`src/rtl/msk_and_hpc2_stream.sv`:
```
// Masked AND (HPC2 gadget), d shares x NBITS lanes, two register stages with valid/ready
// backpressure. A single global enable freezes both stages together so out holds while stalled.
module msk_and_hpc2_stream #(
  parameter int d     = 2,
  parameter int NBITS = 1,
  parameter int SWAP  = 0
) (
  input  logic                       clk,
  input  logic                       rst_n,
  input  logic                       in_valid,
  output logic                       in_ready,
  input  logic [d*NBITS-1:0]         ina,
  input  logic [d*NBITS-1:0]         inb,
  input  logic [NBITS*d*(d-1)/2-1:0] rnd,
  output logic                       out_valid,
  input  logic                       out_ready,
  output logic [d*NBITS-1:0]         out
);

  localparam int SW = d * NBITS;
  localparam int OW = d * (d - 1) * NBITS;

  // Lexicographic index of the unordered pair {i,j} inside rnd.
  function automatic int pair_idx(input int i, input int j);
    int lo;
    int hi;
    lo = (i < j) ? i : j;
    hi = (i < j) ? j : i;
    return lo * d - (lo * (lo + 1)) / 2 + (hi - lo - 1);
  endfunction

  // Dense index of the ordered pair (i,j), i != j, so no diagonal storage is wasted.
  function automatic int ord_idx(input int i, input int j);
    return i * (d - 1) + ((j < i) ? j : j - 1);
  endfunction

  logic          en;
  logic [SW-1:0] a_op, b_op;
  logic [SW-1:0] a_q, a_d, bi_q, bi_d, p_q, p_d;
  logic [OW-1:0] bm_q, bm_d, r_q, r_d, m_q, m_d, n_q, n_d;
  logic          v1_q, v1_d, v2_q, v2_d;

  assign a_op      = (SWAP != 0) ? inb : ina;
  assign b_op      = (SWAP != 0) ? ina : inb;
  assign en        = !v2_q || out_ready;
  assign in_ready  = en;
  assign out_valid = v2_q;

  always_comb begin
    v1_d = v1_q;
    v2_d = v2_q;
    a_d  = a_q;
    bi_d = bi_q;
    bm_d = bm_q;
    r_d  = r_q;
    p_d  = p_q;
    m_d  = m_q;
    n_d  = n_q;
    if (en) begin
      v1_d = in_valid;
      v2_d = v1_q;
      a_d  = a_op;
      bi_d = b_op;
      for (int i = 0; i < d; i++) begin
        p_d[i*NBITS +: NBITS] = a_q[i*NBITS +: NBITS] & bi_q[i*NBITS +: NBITS];
        for (int j = 0; j < d; j++) begin
          if (i != j) begin
            // S1: b_j is masked by r_ij before it ever meets a_i
            bm_d[ord_idx(i, j)*NBITS +: NBITS] = b_op[j*NBITS +: NBITS]
                                               ^ rnd[pair_idx(i, j)*NBITS +: NBITS];
            r_d[ord_idx(i, j)*NBITS +: NBITS]  = rnd[pair_idx(i, j)*NBITS +: NBITS];
            // S2: a_i arrives one stage after b, giving the HPC2 stagger
            m_d[ord_idx(i, j)*NBITS +: NBITS]  = a_q[i*NBITS +: NBITS]
                                               & bm_q[ord_idx(i, j)*NBITS +: NBITS];
            n_d[ord_idx(i, j)*NBITS +: NBITS]  = ~a_q[i*NBITS +: NBITS]
                                               & r_q[ord_idx(i, j)*NBITS +: NBITS];
          end
        end
      end
    end
  end

  always_ff @(posedge clk or negedge rst_n) begin
    if (!rst_n) begin
      v1_q <= 1'b0;
      v2_q <= 1'b0;
      a_q  <= '0;
      bi_q <= '0;
      bm_q <= '0;
      r_q  <= '0;
      p_q  <= '0;
      m_q  <= '0;
      n_q  <= '0;
    end else begin
      v1_q <= v1_d;
      v2_q <= v2_d;
      a_q  <= a_d;
      bi_q <= bi_d;
      bm_q <= bm_d;
      r_q  <= r_d;
      p_q  <= p_d;
      m_q  <= m_d;
      n_q  <= n_d;
    end
  end

  // Output compression is a pure XOR tree on S2 registers.
  always_comb begin
    out = p_q;
    for (int i = 0; i < d; i++) begin
      for (int j = 0; j < d; j++) begin
        if (i != j) begin
          out[i*NBITS +: NBITS] = out[i*NBITS +: NBITS]
                                ^ m_q[ord_idx(i, j)*NBITS +: NBITS]
                                ^ n_q[ord_idx(i, j)*NBITS +: NBITS];
        end
      end
    end
  end

endmodule
```
`config.mk`:
```
export PLATFORM = sky130hd
export DESIGN_NAME = msk_and_hpc2_stream
export DESIGN_NICKNAME = d
export VERILOG_FILES = /design/src/rtl/msk_and_hpc2_stream.sv
export SDC_FILE = /design/constraint.sdc
export NUM_CORES = 1
export LEC_CHECK = 0
export ABC_CLOCK_PERIOD_IN_PS = 1300
export CORE_MARGIN = 2
export CORE_UTILIZATION = 48
export CTS_CLUSTER_SIZE = 14
export DETAILED_ROUTE_END_ITERATION = 8
export PLACE_DENSITY_LB_ADDON = 0.15
export SYNTH_ARGS = -nofsm -noshare
export SYNTH_HDL_FRONTEND = slang
export SYNTH_SLANG_ARGS = --single-unit
```
`constraint.sdc`:
```
create_clock -name clk -period 1.3 [get_ports clk]
set_input_delay 0.26 -clock clk [delete_from_list [all_inputs] [get_ports clk]]
set_output_delay 0.26 -clock clk [all_outputs]
set_load 0.01 [all_outputs]
```
* Word level (Yosys, flattened, before mapping)
Index checks and enable logic that the tools add are counted.
Word-level totals: memory bits (read-only) 0, word-level logic and storage cells 25, bits in writable memories 0, bits in latches 0, bits of input ports 9, memories 0, output and inout port bits 4, register bits 15
Operators by class: magnitude comparators 0, multipliers 0, equal/unequal tests 0, shift-type cells 0, $add $sub $neg 0, divide/modulo/power cells 0, bitwise logic cells 14, mux-type cells 0, reductions and logical operators 2
Operators with widths (number):
- $and A1 B1 Y1 | 6
- $xor A1 B1 Y1 | 6
- $not A1 Y1 | 2
- $logic_not A1 Y1 | 1
- $logic_or A1 B1 Y1 | 1

* Depth between registers and ports, before layout
word-level depth 2, depth in mapped cells 4, depth with buffers taken out 3

* Worst setup path after synthesis
Ideal clock, no wire load.
path kind flip-flop to flip-flop, start point register v2_q (netlist: out_valid), end point register a_q[0], buffers on the path 1, setup time 0.125 ns, arrival time 1.082 ns, cell stages (with the launch flop) 5, path slack 0.093 ns, path through dfrtp_1 -> nor2b_4 -> buf_6 -> inv_8 -> mux2_4
On the way: word-level cells in the longest chain between the ends 2
Ends and longest elaborated chain:
- start, declared | RTL line 41 | logic v1_q, v1_d, v2_q, v2_d;
- start signal, assigned | RTL line 96 | v2_q <= v2_d;
- $logic_not A1 Y1 | RTL line 45 | assign en = !v2_q || out_ready;
- $logic_or A1 B1 Y1 | RTL line 45
- net in_ready | RTL line 11 | output logic in_ready,
- end signal, assigned | RTL line 87 | a_q <= '0;
- end signal, assigned | RTL line 97 | a_q <= a_d;
- end, declared | RTL line 39 | logic [SW-1:0] a_q, a_d, bi_q, bi_d, p_q, p_d;
The timed path passes the listed nets, and every way through them passes these cells. A chain may end at the register's enable or synchronous reset.

* Final worst setup path
start point register p_q[0], end point output out[0]
On the way: word-level cells in the longest chain between the ends 2
Ends and longest elaborated chain:
- start, declared | RTL line 39
- start signal, assigned | RTL line 101 | p_q <= p_d;
- $xor A1 B1 Y1 | RTL line 114 | ^ m_q[ord_idx(i, j)*NBITS +: NBITS]
- $xor A1 B1 Y1 | RTL line 115 | ^ n_q[ord_idx(i, j)*NBITS +: NBITS];
- end, declared | RTL line 17 | output logic [d*NBITS-1:0] out
No other way between the ends.

==> out/metrics.csv <==
metric,value,unit
status,"finished, violations left",
violated checks,setup timing,
# port buffers,12,
WHS,292,ps
setup_tns,-162,ps
drt drc,0,
reg-to-reg endpoint,a_q[1],
RSZ-0062 raised after global routing,yes,
Placement Rows,13,
Inserted Diodes,0,
Root Driver,clkbuf_4,
CTS sink cnt,15,
number of max-cap violations,0,
Post-Synthesis Cell Area,687,um2
RR Startpoint,out_valid,
Netlist cell types,13,
"Slew Viols, Final",0,
pwr/cell area,1320,nW/um2
first-pass GRT wire length,1930,um
syn_area_per_cell,14.0,um2
most common cell in the synthesized netlist,dfrtp_1,
Critical Path RT,1040,ps
dpl hpwl,794,um
Synth top area share,54.6,%
crit path DAT,1120,ps
worst-path maximum fanout,2,
Die Y,41.8,um
largest net degree at the start of global routing,16,
ys async rst share,100,%
Final Routed Wirelength,1060,um
share of cells above drive strength 1,40.0,%
post-synthesis register bit count,15,
Util after Layout,68.9,%
"Hold Vio Cnt, Final",0,
Core ar.,1320,um2
antenna violations before repair,0,
register area share after synthesis,54.6,%
final setup violation count,2,
drt wl/cell,11.7,um
total CTS buffers,3,
Iteration-0 DRC Markers,1,
Synth area leader,dfrtp_1,
Fill cells,98,
Die W,41.8,um
Placed Area,882,um2
area of the multi-input gates,289,um2
Setup Crit Path Kind,reg2out,
design area,908,um2
peak supply drop,0.713,mV
"CTS clk-pin slew, worst paths",80,ps
Tmin final,1380,ps
Routed Antenna Nets,0,
YS warnings,0,
"Period Utilization, post-route",106,%
hold crit path type,in2async,
GRT overflow,0,
I/O Pins,13,
startpoint types,register,
Crit. End Element,primary output,
Area Growth Syn to Fin,32.2,%
Synth Instances,49,
H-tree levels,1,
"reg-to-reg slack, setup",110,ps
Total GRT Usage,15.0,%
nets,85,
Total Power,1.20,mW
"top cells by count, synth","dfrtp_1, mux2_4",
clock latency on the worst-skew pair,280,ps
syn_nets,58,
Post-synth EDFFs,0,
vias,456,
cts hold-fix bufs,0,
worst slew pin tran,186,ps
drt pass-1 iters,3,
starting density of the core,52.1,%
largest cells by area after synthesis,"dfrtp_1, mux2_4, xnor2_1",
setup slack after layout,-83.0,ps
flip-flop and latch area,375,um2
Lkg Pwr,0.431,nW
ys flop type,dfrtp_1,
CTS Buffer Depth,2,
relative slew slack,87.6,%
GP Congestion,0.700,
CTS tree,done,
vias in the first global route,441,
reg2reg path depth,4,
overall die area,1750,um2
vias per cell,5.07,
Fmax achieved,0.723,GHz
Clock Skew,3.05,ps
-- worst max-delay path, stage by stage (launching register included) --
cell and delay, ps:
dfrtp_1 390, xnor2_1 180, xnor2_1 130, buf_2 140
-- per-layer routing --
| layer | GRT usage [%] | routed length (um) |
|---|---|---|
| met5 | 0 | 0 |
| met2 | 22.2 | 496 |
| met1 | 20.1 | 485 |
| met4 | 11.6 | 34 |
| met3 | 1.30 | 38 |
-- layout by cell type, fill, tap and decap left out --
| master | instances |
|---|---|
| dfrtp_1 | 15 |
| clkdlybuf4s50_1 | 7 |
| o21ai_0 | 4 |
| nor2b_1 | 2 |
| inv_8 | 1 |
| nand2_1 | 4 |
| buf_4 | 11 |
| dlygate4sd2_1 | 1 |
| xor2_1 | 2 |
| clkbuf_1 | 1 |
| nand2b_1 | 1 |
| mux2_2 | 3 |
| nor2b_4 | 1 |
| clkbuf_2 | 1 |
| buf_2 | 2 |
| mux2_4 | 7 |
| clkbuf_4 | 3 |
| nand3b_1 | 4 |
| xnor2_1 | 4 |
| buf_6 | 1 |
-- how the worst max path moves through the flow --
stage          startpoint       end  depth (start not counted)
6_report           p_q[0]    out[0]                          3
5_1_grt            p_q[0]    out[0]                          3
4_1_cts            n_q[0]    out[0]                          3
3_5_place_dp    out_ready  in_ready                          4
3_3_place_gp    out_ready  in_ready                          4
2_1_floorplan   out_valid    a_q[0]                          4
-- registers in the layout, summed over array words and instances, names as in the netlist --
register,flops
a_q,2
bi_q,2
bm_q,2
m_q,2
n_q,2
out_valid,1
p_q,2
r_q,1
v1_q,1
-- power by group --
part	leakage, nW	internal [mW]	switching [mW]	total (mW)
combinational	0.234	0.228	0.132	0.359
sequential	0.182	0.537	0.0450	0.582
clock	0.0150	0.119	0.137	0.256
-- per-stage QoR --
step / worst slack (ps) / instances
2_1_floorplan: 92.7 / 49
3_3_place_gp: -391 / 84
3_5_place_dp: -397 / 84
4_1_cts: -99.0 / 90
5_1_grt: -169 / 90
6_report: -83.0 / 90
-- layout make-up --
type	count	area share, %
Clock buffer	4	2.89
Tap cell	15	2.07
Timing Repair Buffer	23	20.7
Sequential cell	15	41.3
Multi-Input combinational cell	32	31.8
Inverter	1	1.24
-- logic make-up after synthesis --
family	after synthesis	synth area share [%]
compound gates	4	2.91
xor+xnor	6	7.65
buf+inv	2	3.28
flops	15	54.6
mux	10	20.2
simple gates	12	11.3
-- what timing repair did --
item	CTS	global route
gates cloned	0	0
setup endpoints to repair	4	4
endpoints found under the hold margin	0	0
pin swaps	3	2
gates resized for setup	15	2
setup buffers	2	0
Power figures use the tool's default switching activity.
